[config.mk]
export PLATFORM = sky130hd
export DESIGN_NAME = vending_controller_flat
export DESIGN_NICKNAME = d
export VERILOG_FILES = /design/src/rtl/vending_pkg.sv /design/src/rtl/vending_controller_if.sv /design/src/rtl/price_lut.sv /design/src/rtl/vending_controller.sv /design/src/flat_wrapper.sv
export SDC_FILE = /design/constraint.sdc
export NUM_CORES = 1
export LEC_CHECK = 0
export CORE_MARGIN = 2
export CORE_UTILIZATION = 57
export CTS_CLUSTER_DIAMETER = 40
export DETAILED_ROUTE_END_ITERATION = 16
export DONT_BUFFER_PORTS = 1
export GPL_TIMING_DRIVEN = 0
export PLACE_DENSITY = 0.75
export SLEW_MARGIN = 25
export SYNTH_ARGS = -nofsm -noshare
export SYNTH_HDL_FRONTEND = slang
export SYNTH_HIERARCHICAL = 1
export SYNTH_SLANG_ARGS = --single-unit
[constraint.sdc]
create_clock -name clk -period 4.05 [get_ports clk]
set_input_delay 0.81 -clock clk [delete_from_list [all_inputs] [get_ports clk]]
set_output_delay 0.81 -clock clk [all_outputs]
set_load 0.005 [all_outputs]
[src/rtl/vending_pkg.sv]
// Shared types and constants for the vending controller: state encoding,
// coin denominations and the per-product price table.
package vending_pkg;

  typedef enum logic [2:0] {
    ST_IDLE     = 3'd0,
    ST_COLLECT  = 3'd1,
    ST_DISPENSE = 3'd2,
    ST_CHANGE   = 3'd3,
    ST_REFUND   = 3'd4
  } state_e;

  localparam int unsigned COIN_VAL_1  = 32'd1;
  localparam int unsigned COIN_VAL_5  = 32'd5;
  localparam int unsigned COIN_VAL_10 = 32'd10;
  localparam int unsigned COIN_VAL_20 = 32'd20;

  localparam int unsigned PRICE [8] = '{32'd10, 32'd15, 32'd20, 32'd25,
                                        32'd30, 32'd35, 32'd40, 32'd50};

  function automatic int unsigned coin_value(input logic [1:0] coin_type);
    int unsigned val;
    case (coin_type)
      2'b00:   val = COIN_VAL_1;
      2'b01:   val = COIN_VAL_5;
      2'b10:   val = COIN_VAL_10;
      2'b11:   val = COIN_VAL_20;
      default: val = 32'd0;
    endcase
    return val;
  endfunction

endpackage

[src/rtl/vending_controller_if.sv]
// Front-panel bundle between the machine panel (master) and the vending
// controller (slave): selection, coin and cancel in; dispense/change status out.
interface vending_controller_if #(
  parameter int CW = 8
);
  logic          sel_valid;
  logic [2:0]    sel_code;
  logic          coin_valid;
  logic [1:0]    coin_type;
  logic          cancel;
  logic          dispense;
  logic [2:0]    product;
  logic          change_valid;
  logic [CW-1:0] change;
  logic          refund;
  logic          busy;
  logic [CW-1:0] credit;

  modport master (
    output sel_valid, sel_code, coin_valid, coin_type, cancel,
    input  dispense, product, change_valid, change, refund, busy, credit
  );

  modport slave (
    input  sel_valid, sel_code, coin_valid, coin_type, cancel,
    output dispense, product, change_valid, change, refund, busy, credit
  );
endinterface

[src/rtl/price_lut.sv]
// Combinational product-code to price lookup, sized to the credit width.
module price_lut
  import vending_pkg::*;
#(
  parameter int CW = 8
) (
  input  logic [2:0]    code,
  output logic [CW-1:0] price
);

  // Decode the product code into its catalogue price.
  always_comb begin
    case (code)
      3'd0:    price = CW'(PRICE[0]);
      3'd1:    price = CW'(PRICE[1]);
      3'd2:    price = CW'(PRICE[2]);
      3'd3:    price = CW'(PRICE[3]);
      3'd4:    price = CW'(PRICE[4]);
      3'd5:    price = CW'(PRICE[5]);
      3'd6:    price = CW'(PRICE[6]);
      3'd7:    price = CW'(PRICE[7]);
      default: price = '0;
    endcase
  end

endmodule

[src/rtl/vending_controller.sv]
// Vending machine purchase FSM: take a selection, collect coins, dispense and
// return change, or refund on cancel/timeout. All panel outputs are registered.
module vending_controller
  import vending_pkg::*;
#(
  parameter int TIMEOUT = 200,
  parameter int CW      = 8
) (
  input  logic                  clk,
  input  logic                  rst,
  vending_controller_if.slave   bus
);

  localparam int          CW1      = CW + 1;
  localparam int          TMO_W    = $clog2(TIMEOUT) + 1;
  localparam [TMO_W-1:0]  TMO_LAST = TMO_W'(TIMEOUT - 1);

  state_e           state_r;
  logic [2:0]       product_r;
  logic [CW-1:0]    credit_r;
  logic [CW-1:0]    diff_r;
  logic [CW-1:0]    change_r;
  logic [TMO_W-1:0] tmo_r;
  logic             dispense_r;
  logic             change_valid_r;
  logic             refund_r;
  logic             busy_r;

  logic [CW-1:0]    price_s;
  logic [CW:0]      sum_s;
  logic [CW-1:0]    credit_next_s;
  logic             timeout_s;

  price_lut #(.CW(CW)) u_price_lut (
    .code  (product_r),
    .price (price_s)
  );

  // Credit after this cycle's coin, saturating at the top of the range.
  always_comb begin
    if (bus.coin_valid) begin
      sum_s = {1'b0, credit_r} + CW1'(coin_value(bus.coin_type));
    end else begin
      sum_s = {1'b0, credit_r};
    end
    if (sum_s[CW]) begin
      credit_next_s = '1;
    end else begin
      credit_next_s = sum_s[CW-1:0];
    end
    timeout_s = (!bus.coin_valid) && (tmo_r == TMO_LAST);
  end

  // Purchase state machine with registered panel outputs.
  always_ff @(posedge clk or posedge rst) begin
    if (rst) begin
      state_r        <= ST_IDLE;
      product_r      <= 3'd0;
      credit_r       <= '0;
      diff_r         <= '0;
      change_r       <= '0;
      tmo_r          <= '0;
      dispense_r     <= 1'b0;
      change_valid_r <= 1'b0;
      refund_r       <= 1'b0;
      busy_r         <= 1'b0;
    end else begin
      dispense_r     <= 1'b0;
      change_valid_r <= 1'b0;
      refund_r       <= 1'b0;
      change_r       <= '0;
      case (state_r)
        ST_IDLE: begin
          // sel_code is only looked at while a button is actually pressed
          if (bus.sel_valid) begin
            product_r <= bus.sel_code;
            credit_r  <= '0;
            tmo_r     <= '0;
            busy_r    <= 1'b1;
            state_r   <= ST_COLLECT;
          end else begin
            busy_r    <= 1'b0;
          end
        end
        ST_COLLECT: begin
          credit_r <= credit_next_s;
          if (bus.coin_valid) begin
            tmo_r <= '0;
          end else if (tmo_r != TMO_LAST) begin
            tmo_r <= tmo_r + TMO_W'(1);
          end
          // Cancel and timeout win over reaching the price in the same cycle.
          if (bus.cancel || timeout_s) begin
            refund_r       <= 1'b1;
            change_valid_r <= (credit_next_s != '0);
            change_r       <= credit_next_s;
            state_r        <= ST_REFUND;
          end else if (credit_next_s >= price_s) begin
            dispense_r <= 1'b1;
            diff_r     <= credit_next_s - price_s;
            state_r    <= ST_DISPENSE;
          end
        end
        ST_DISPENSE: begin
          if (diff_r != '0) begin
            change_valid_r <= 1'b1;
            change_r       <= diff_r;
            state_r        <= ST_CHANGE;
          end else begin
            credit_r <= '0;
            busy_r   <= 1'b0;
            state_r  <= ST_IDLE;
          end
        end
        ST_CHANGE, ST_REFUND: begin
          credit_r <= '0;
          busy_r   <= 1'b0;
          state_r  <= ST_IDLE;
        end
        default: begin
          credit_r <= '0;
          busy_r   <= 1'b0;
          state_r  <= ST_IDLE;
        end
      endcase
    end
  end

  assign bus.dispense     = dispense_r;
  assign bus.product      = product_r;
  assign bus.change_valid = change_valid_r;
  assign bus.change       = change_r;
  assign bus.refund       = refund_r;
  assign bus.busy         = busy_r;
  assign bus.credit       = credit_r;

endmodule

[src/flat_wrapper.sv]
// flat-port wrapper written by rule: the top's interface ports become plain ports
module vending_controller_flat import vending_pkg::*;
#(
  parameter int TIMEOUT = 200,
  parameter int CW      = 8
)
  (clk, rst, bus_sel_valid, bus_sel_code, bus_coin_valid, bus_coin_type, bus_cancel, bus_dispense, bus_product, bus_change_valid, bus_change, bus_refund, bus_busy, bus_credit);
  vending_controller_if #(.CW(CW)) bus_i ();
  input  logic clk;
  input  logic rst;
  input wire logic [$bits(bus_i.sel_valid)-1:0] bus_sel_valid;
  input wire logic [$bits(bus_i.sel_code)-1:0] bus_sel_code;
  input wire logic [$bits(bus_i.coin_valid)-1:0] bus_coin_valid;
  input wire logic [$bits(bus_i.coin_type)-1:0] bus_coin_type;
  input wire logic [$bits(bus_i.cancel)-1:0] bus_cancel;
  output wire logic [$bits(bus_i.dispense)-1:0] bus_dispense;
  output wire logic [$bits(bus_i.product)-1:0] bus_product;
  output wire logic [$bits(bus_i.change_valid)-1:0] bus_change_valid;
  output wire logic [$bits(bus_i.change)-1:0] bus_change;
  output wire logic [$bits(bus_i.refund)-1:0] bus_refund;
  output wire logic [$bits(bus_i.busy)-1:0] bus_busy;
  output wire logic [$bits(bus_i.credit)-1:0] bus_credit;
  assign bus_i.sel_valid = bus_sel_valid;
  assign bus_i.sel_code = bus_sel_code;
  assign bus_i.coin_valid = bus_coin_valid;
  assign bus_i.coin_type = bus_coin_type;
  assign bus_i.cancel = bus_cancel;
  assign bus_dispense = bus_i.dispense;
  assign bus_product = bus_i.product;
  assign bus_change_valid = bus_i.change_valid;
  assign bus_change = bus_i.change;
  assign bus_refund = bus_i.refund;
  assign bus_busy = bus_i.busy;
  assign bus_credit = bus_i.credit;
  vending_controller #(.TIMEOUT(TIMEOUT), .CW(CW)) u_core (.clk(clk), .rst(rst), .bus(bus_i));
endmodule
==> metrics, run 1 <==
measured slew at the worst slew-check pin 795 ps; synthesized area between 2000 and 3000 um^2; Fin. Hold Viols 0; Setup Skew ~13 ps; period utilisation layout between 90 and 100%; Syn Area/Cell slightly above 9 um^2; Logic pwr share a little over half; Total Die Area approximately 5400 um^2; die width 73.4 um; n_diodes 0; DR vias/cell a little over 6; WP data required about 4200 ps; Post-synth top flop dfrtp_1; P_sw 944 uW; worst reg-to-reg path cell count 17; H-tree Lvls 2; Int Pwr about 1.3 mW; dpl hpwl ~4400 um; Clock transition at path regs around 90 ps; Power Dens Cells approximately 720 nW/um^2; fin crit period between 4000 and 5000 ps; GPL Wtd Cong ~0.94; post-layout power 2.28 mW; Routed Antenna Nets 0; FF-to-FF Start u_core/bus.credit[0]; final non-filler cell total roughly 370; Hold Crit Class in -> async; CTS tree yes; Ys Warns 6; post-synth top area share 39.2%; Flop pwr share around 28%; first-pass GRT wire length roughly 10000 um; largest net degree at the start of global routing 35; list of most frequent post-synthesis cells dfrtp_1 (43), o21ai_0 (32), nand2_1 (31); VDD IR max 0.429 mV; vias in the first global route 2162; asr flop ratio synth between 90% and 100%; final setup fails 0; initial antenna violation count 0; clock power share around 17%; Final Max Tran Viols 0; Pre-antenna DRT Iters 4; Site Rows 25; Pleak ~1.5 nW; Starting Density approximately 60%; synth unique cells 53; Total Routed Length 6120 um; Tot GR Track Use 23.7%; count leader, synth dfrtp_1; switching share of power about two fifths; post-route DRC violation count 0; Num CTS Buffers 5; Iteration-0 DRC Markers between 100 and 150; CP startpoint kind input port; Crit Path Class in -> reg; Yosys reg bits 43; P&R area growth vs syn 15.6%; Syn Inst Count 299; Cell Area, Placed ~2900 um^2; fmax roughly 250 MHz; r2r endpoint u_core/diff_r[7]; core area between 4000 and 5000 um^2; top cells by area, synth dfrtp_1 (39%), ha_1 (7.3%), o21ai_0 (5.8%), nand2_1 (4.2%), mux2_2 (4.1%); # placed instances about 360; share of cells above drive strength 1 17.3%; leading area contributor after synthesis dfrtp_1; root buffer cell clkbuf_8; Post-Layout Inst Area between 3000 and 4000 um^2; GR Overflow Total 0; Sink Count 43; Routed wire per std cell 16.5 um; CP Data Arrival Time between 4000 and 5000 ps; worst setup margin 1.16 ps; Ports 33; register area share after synthesis approximately two fifths; Slew HR 46.4%; max_cap viols 0; RSZ-0062 raised after global routing yes; Max Root-Sink Buffers 2; die height about 73 um; CTS Hold Bufs 0; EDFF count, synth 0; Layout Nets approximately 340; DR vias between 2000 and 2500; run status finished clean; worst slack, placed -568 ps; Crit Path Max Fanout 8; IO buf count 0; endpoint type of the worst setup path register; R2R setup slack ~100 ps; worst-skew pair later-pin latency around 300 ps
## area by class of cell
| type | count | area [um^2] |
|---|---|---|
| multi-input combinational | 221 | 1610 |
| clock inverter | 3 | 67.6 |
| fill | 366 | 1520 |
| buffer | 9 | 65.1 |
| tap | 54 | 67.6 |
| inverter | 27 | 101 |
| sequential | 43 | 1080 |
| clock buffer | 5 | 68.8 |
| timing repair buffer | 10 | 118 |
## metrics by stage
stage,hold WS [ps],utilization (%),TNS (ps)
3_5_place_dp,492,61.7,-5110
6_report,299,67.6,0
2_1_floorplan,468,-,-1390
5_1_grt,313,67.6,-544
3_3_place_gp,487,61.1,-4400
4_1_cts,303,65.2,0
## registers in the layout (all words and copies together) (netlist names)
name and cells:
u_core/bus.product 3, u_core/tmo_r 9, u_core/state_r 3, u_core/diff_r 8
u_core/bus.change_valid 1, u_core/bus.busy 1, u_core/bus.change 8, u_core/bus.credit 8
u_core/bus.refund 1, u_core/bus.dispense 1
## worst max-delay path, cell delays in order
cell and delay [ps]:
clkbuf_1 70, ha_1 270, buf_6 140, a21oi_4 150
o21ai_2 80, o311a_4 350, a21oi_4 130, a21boi_4 230
ha_4 160, inv_2 30, fa_2 340, a21o_1 170
a21oi_2 210, o21ai_2 80, and2_4 170, o31ai_4 330
clkbuf_16 210, mux2_4 290
## worst max path at each step
stage / startpoint / endpoint / slack [ps] / depth (start not counted)
floorplan: bus_coin_type[0] / u_core/diff_r[1] / -190 / 17
global placement: bus_coin_type[0] / u_core/diff_r[3] / -500 / 12
detailed placement: bus_coin_type[0] / u_core/diff_r[5] / -570 / 12
CTS: bus_coin_type[0] / u_core/diff_r[3] / 30 / 18
global route: bus_coin_type[0] / u_core/diff_r[7] / -90 / 18
finish: bus_coin_type[0] / u_core/diff_r[7] / 1 / 18
## routing by layer
metal | vias up | GRT usage (%) | wire length, um
met5 | - | 0 | 0
met4 | 0 | 6.26 | 78
met3 | 9 | 5.08 | 335
met2 | 76 | 38.0 | 2990
met1 | 1105 | 32.6 | 2730
li1 | 1093 | - | -
## logic make-up (layout without fill, tap and decap cells)
group                    count (synthesis)  in the layout  synth area share [%]
AO/OA/AOI/OAI                           84             84                  20.5
XOR/XNOR                                 8              8                  2.55
adder cells (fa/ha/maj)                 17             17                  8.03
buffers and inverters                   36             54                  5.84
flip-flops                              43             43                  39.2
multiplexers                            17             17                  6.84
other                                    1              2                 0.137
AND/OR/NAND/NOR                         93             93                  16.9
## power by group through the flow
stage / logic [mW] / clock network, mW / registers (mW)
6_report: 1.25 / 0.397 / 0.635
5_1_grt: 1.38 / 0.426 / 0.655
4_1_cts: 1.16 / 0.402 / 0.634
3_5_place_dp: 1.14 / 0 / 0.643
3_3_place_gp: 1.11 / 0 / 0.637
2_1_floorplan: 0.933 / 0 / 0.614
## layout by cell type, fill, tap and decap left out, drive strengths merged, types with 8 or more instances in the layout
cell type,netlist,layout
mux2,11,11
a21oi,15,15
nor3,8,8
ha,16,16
inv,27,27
o21ai,34,34
nand2,31,31
nor2,21,21
clkbuf,4,10
dfrtp,43,43
buf,5,14
## what timing repair did
| action | 4_1_cts | 5_1_grt |
|---|---|---|
| cloned | 0 | 1 |
| buffers inserted | 1 | 7 |
| resized for setup | 2 | 7 |
| pin swaps | 1 | 1 |
| endpoints found under the setup margin | 10 | 7 |
(Power assumes the default switching activity.)
==> run 2, diff against run 1 <==
- BUFFER_PORTS_ARGS: unset -> -buffer_cell sky130_fd_sc_hd__buf_2
- CORE_UTILIZATION: 57 -> 53
- DONT_BUFFER_PORTS: 1 -> unset
- PLACE_DENSITY: 0.75 -> 0.77
- RECOVER_POWER: unset -> 100
- clock period: 4.05 -> 3.6 ns (I/O delays scaled with it)
==> metrics, run 2 (synthesized netlist as in run 1, its figures left out) <==
CTS Hold Bufs 0 (unchanged); Post-Layout Inst Area 3380 um^2 (+6.5%); measured slew at the worst slew-check pin 1730 ps (+936 ps); n_diodes 0 (unchanged); Ports 33 (unchanged); Tot GR Track Use 24.2% (+0.52 points); initial antenna violation count 0 (unchanged); CP startpoint kind input port; DR top layer met4; Slew HR -15.4% (-62 points); fin crit period about 4000 ps; Total Routed Length 6660 um (+8.8%); CTS tree yes; slowest cell on the critical path o311a_4; Fin. Hold Viols 0 (unchanged); Num CTS Buffers 5 (unchanged); Site Rows 26 (+4.0%); RSZ-0062 raised after global routing yes; final setup fails 10 (+10); Cell Area, Placed 3080 um^2 (+6.2%); commonest non-fill, non-tap cell in the layout dfrtp_1; Routed Antenna Nets 0 (unchanged); Clock transition at path regs 90 ps (about the same); Detail Route met2 WL 3160 um (+5.7%); Routed wire per std cell 15.7 um (-4.8%); first-pass GRT wire length 11400 um (+14%); largest net degree at the start of global routing 35 (unchanged); Setup TNS -2340 ps (-2340 ps); die height 75.9 um (+3.5%); Final Max Tran Viols 35 (+35); max incr delay on CP 350 ps (about the same); Starting Density 54.4% (-4.1 points); Layout Nets 381 (+11%); Crit Path Max Fanout 5 (-3); Power Dens Cells 822 nW/um^2 (+14%); dpl hpwl 4540 um (+2.7%); root buffer cell clkbuf_8; # placed instances 403 (+14%); worst setup margin -294 ps (-295 ps); P&R area growth vs syn 23.1%; CP Data Arrival Time 4070 ps (-160 ps); Pleak 1.67 nW (+9.6%); IO buf count 32 (+32); max_cap viols 1 (+1); Fin Hold WS 374 ps (+75.3 ps); Buf+Inv Stages, Crit Path 5 (+1); DR vias 2493 (+9.2%); Biggest register u_core/tmo_r; GPL Wtd Cong 0.865 (-7.8%); Core Util, Final 66.9% (-0.63 points); failing checks max-capacitance violations, max-slew violations, negative setup slack; max reg flops 9 (unchanged); most frequent cells in the layout dfrtp_1 (43), nand2_1 (30), o21ai_0 (28); Hold Crit Class in -> async; WP data required 3780 ps (-450 ps); endpoint type of the worst setup path register; final non-filler cell total 425 (+14%); delay-heaviest family, CP compound AO/OA/AOI/OAI gates; worst-skew pair later-pin latency 300 ps (about the same); wl on met1 2800 um (+2.9%); fmax roughly 260 MHz; ordered cell list for the critical path buf_6 > clkbuf_1 > ha_1 > buf_6 > a21oi_4 > o21ai_2 > o311a_4 > a21oi_4 > a21boi_4 > ha_4 > inv_2 > fa_2 > a21o_1 > a21oi_4 > o21ai_2 > and2_4 > o31ai_4 > buf_6 > mux2_4; R2R setup slack -180 ps (-280 ps); vias in the first global route 2361 (+9.2%); VDD IR max 0.460 mV (+7.4%); Crit Path Class in -> reg; share of cells above drive strength 1 24.8% (+7.5 points); Max Root-Sink Buffers 2 (unchanged); GR Overflow Total 0 (unchanged); Setup Skew 9.62 ps (-3.68 ps); die width 75.9 um (+3.5%); run status finished, violations left; Pre-antenna DRT Iters 5 (+1); H-tree Lvls 2 (unchanged); post-route DRC violation count 0 (unchanged); DR vias/cell 5.87 (-4.4%); Sink Count 43 (unchanged); period utilisation layout 108%; metal3 WL 524 um (+56%); Iteration-0 DRC Markers 209 (+62%); Total Die Area 5770 um^2 (+7.1%); core area 5040 um^2 (+7.5%)
## run 2: cell types whose count changed in the layout (fill, tap and decap cells not counted), sizes merged
cell / change
buf: +32
clkbuf: +5
## run 2: routing by layer
layer	global-route usage, %	vias up
li1	-	1168
met4	7.82	0
met5	0	-
met1	31.2	1175
met3	4.64	22
met2	41.3	128
## run 2: worst paths after layout
kind                                      start  depth (start not counted)                    end
min in group clk                u_core/bus.busy                          2        u_core/bus.busy
setup reg to reg           u_core/bus.credit[2]                         17       u_core/diff_r[3]
max in group asynchronous                   rst                          3       u_core/diff_r[2]
hold reg to reg                 u_core/bus.busy                          2        u_core/bus.busy
hold / removal                              rst                          2  u_core/bus.product[0]
setup / recovery               bus_coin_type[0]                         19       u_core/diff_r[3]
## run 2: cell type report
cell class | instances | area, um^2
sequential | 43 | 1080
fill | 400 | 1670
multi-input combinational | 221 | 1630
tap | 70 | 87.6
inverter | 27 | 101
timing repair buffer | 47 | 280
clock inverter | 3 | 67.6
clock buffer | 5 | 68.8
buffer | 9 | 65.1
## run 2: where the power goes
| part | switching [mW] | internal, mW | leakage, nW |
|---|---|---|---|
| clock network | 0.169 | 0.277 | 0.0644 |
| registers | 0.103 | 0.598 | 0.578 |
| logic | 0.871 | 0.758 | 1.03 |
## run 2: what timing repair did
action,in CTS,in global routing
pin swaps,1,1
resized for setup,10,13
cloned,1,0
setup buffers,14,6
setup endpoints to repair,11,11
## run 2: stage by stage
stage          total power [mW]  setup WS (ps)
6_report                   2.78           -294
5_1_grt                    3.00           -415
4_1_cts                    2.74           -343
3_5_place_dp               2.08          -1020
3_3_place_gp               2.02           -973
2_1_floorplan              1.74           -553
==> run 3, diff against run 2 <==
--- a/config.mk
+++ b/config.mk
@@ -8,9 +8,9 @@
 export BUFFER_PORTS_ARGS = -buffer_cell sky130_fd_sc_hd__buf_2
 export CORE_MARGIN = 2
-export CORE_UTILIZATION = 53
+export CORE_UTILIZATION = 52
 export CTS_CLUSTER_DIAMETER = 40
 export DETAILED_ROUTE_END_ITERATION = 16
 export GPL_TIMING_DRIVEN = 0
-export PLACE_DENSITY = 0.77
+export PLACE_DENSITY = 0.75
 export RECOVER_POWER = 100
 export SLEW_MARGIN = 25
==> constraint.sdc (replaced) <==
create_clock -name clk -period 3.6 [get_ports clk]
set_input_delay 0 -clock clk [delete_from_list [all_inputs] [get_ports clk]]
set_output_delay 0 -clock clk [all_outputs]
set_load 0.005 [all_outputs]
==> metrics, run 3 (synthesized netlist as in run 1, its figures left out) <==
Routed wire per std cell 15.2 um (-3.4%); Clock transition at path regs 80 ps (about the same); fmax 267 MHz (+3.8%); Biggest register u_core/tmo_r; Power Dens Cells 803 nW/um^2 (-2.3%); WP data required 3770 ps (about the same); RSZ-0062 raised after global routing yes; Final Max Tran Viols 32 (-8.6%); Fin Hold WS 52.4 ps (-322 ps); vias in the first global route 2262 (-4.2%); Sink Count 43 (unchanged); run status finished, violations left; Iteration-0 DRC Markers 154 (-26%); period utilisation layout 104% (-4.0 points); Crit Path Max Fanout 5 (unchanged); die width 76.6 um (+0.91%); die height 76.6 um (+0.91%); Setup Skew 11.3 ps (+1.71 ps); worst-skew pair later-pin latency 290 ps (about the same); post-layout power 2.78 mW (about the same); most frequent cells in the layout dfrtp_1 (42), nand2_1 (30), o21ai_0 (30); Core Util, Final 67.7% (+0.79 points); Total Routed Length 6560 um (-1.6%); fin crit period 3750 ps (-143 ps); Crit Path Class reg -> reg; largest net degree at the start of global routing 32 (-8.6%); worst slack, placed -617 ps (+399 ps); dpl hpwl 4570 um (+0.70%); Ports 33 (unchanged); GR Overflow Total 0 (unchanged); max reg flops 9 (unchanged); failing checks max-capacitance violations, max-slew violations, negative setup slack; Tot GR Track Use 22.7% (-1.6 points); core area 5110 um^2 (+1.3%); CTS tree yes; Pre-antenna DRT Iters 5 (unchanged); IO buf count 32 (unchanged); first-pass GRT wire length 10600 um (-7.0%); Setup TNS -1100 ps (+1240 ps); max_cap viols 1 (unchanged); H-tree Lvls 2 (unchanged); CP Data Arrival Time 3930 ps (-140 ps); root buffer cell clkbuf_8; Hold Crit Class in -> reg; CP startpoint kind register; post-route DRC violation count 0 (unchanged); Max Root-Sink Buffers 2 (unchanged); Routed Antenna Nets 0 (unchanged); FILL cells 418 (+4.5%); Fin. Hold Viols 0 (unchanged); share of cells above drive strength 1 25.6% (+0.83 points); initial antenna violation count 0 (unchanged); measured slew at the worst slew-check pin 1600 ps (-129 ps); P&R area growth vs syn 26.1%; Total Die Area 5870 um^2 (+1.8%); DR vias/cell 5.54 (-5.6%); Num CTS Buffers 5 (unchanged); DR vias 2397 (-3.9%); final setup fails 8 (-2); VDD IR max 0.565 mV (+23%); worst setup margin -151 ps (+143 ps); n_diodes 0 (unchanged); Site Rows 26 (unchanged); Layout Nets 389 (+2.1%); endpoint type of the worst setup path register; Pleak 1.70 nW (+1.5%); commonest non-fill, non-tap cell in the layout dfrtp_1; GPL Wtd Cong 0.875 (+1.1%); Slew HR -6.75% (+8.6 points); Starting Density 53.7% (-0.69 points)
==> run 3: cell types whose count changed in the layout (fill, tap and decap cells not counted), moves of 2 or more <==
cell / previous run / this run
buf_4: 13 / 18
dlygate4sd3_1: 0 / 4
buf_6: 7 / 4
ha_4: 1 / 4
clkbuf_1: 9 / 11
ha_1: 14 / 12
o21ai_0: 28 / 30
==> run 3: critical path, stage by stage, from the launching register on <==
cell	delay, ps
dfrtp_1	440
ha_1	360
nor2_1	200
a211oi_2	120
o311a_4	200
a21oi_4	130
a21boi_4	240
ha_4	160
inv_2	40
fa_2	380
a21o_1	210
a21oi_4	140
o21ai_2	90
and2_4	150
o31ai_4	280
buf_6	180
mux2_4	290
==> run 3: per-stage QoR <==
stage | instances | instance area (um^2)
4_1_cts | 430 | 3440
3_5_place_dp | 403 | 3080
3_3_place_gp | 402 | 3050
2_1_floorplan | 300 | 2800
5_1_grt | 433 | 3460
6_report | 433 | 3460
==> run 3: cell type report <==
class | instances | area, um^2 | area share, %
Timing Repair Buffer | 57 | 354 | 10.2
Multi-Input combinational cell | 221 | 1660 | 48.0
Sequential cell | 43 | 1080 | 31.1
Clock buffer | 5 | 68.8 | 1.99
Buffer | 7 | 42.5 | 1.23
Inverter | 27 | 101 | 2.93
Tap cell | 70 | 87.6 | 2.53
Clock inverter | 3 | 67.6 | 1.95
==> run 3: layer usage <==
layer	routed length, um	share of wire [%]	GRT usage [%]
met3	347	5.3	3.20
met2	3220	49	37.6
met4	38	0.58	7.09
met1	2960	45	30.8
met5	0	0	0
==> run 3: power by group <==
group          total, mW  internal (mW)  switching (mW)
Sequential         0.699          0.599           0.101
Combinational       1.64          0.767           0.870
Clock              0.442          0.277           0.166
==> run 3: path summary, 6_finish.rpt <==
check                                startpoint               endpoint  slack [ps]  cells past startpoint
setup / recovery           u_core/bus.credit[4]       u_core/diff_r[1]        -150                     16
hold / removal                       bus_cancel      u_core/state_r[0]          50                      4
setup reg to reg           u_core/bus.credit[4]       u_core/diff_r[1]        -150                     16
hold reg to reg                 u_core/bus.busy        u_core/bus.busy         490                      2
max in group asynchronous                   rst    u_core/bus.dispense        1420                      4
min in group asynchronous                   rst  u_core/bus.product[0]         290                      3
==> run 3: what timing repair did <==
action	CTS	global route
resized for setup	9	15
pin swaps	2	14
setup buffers	14	7
gates cloned	1	0
hold endpoints to repair	46	0
setup endpoints to repair	10	11
hold buffers	4	0
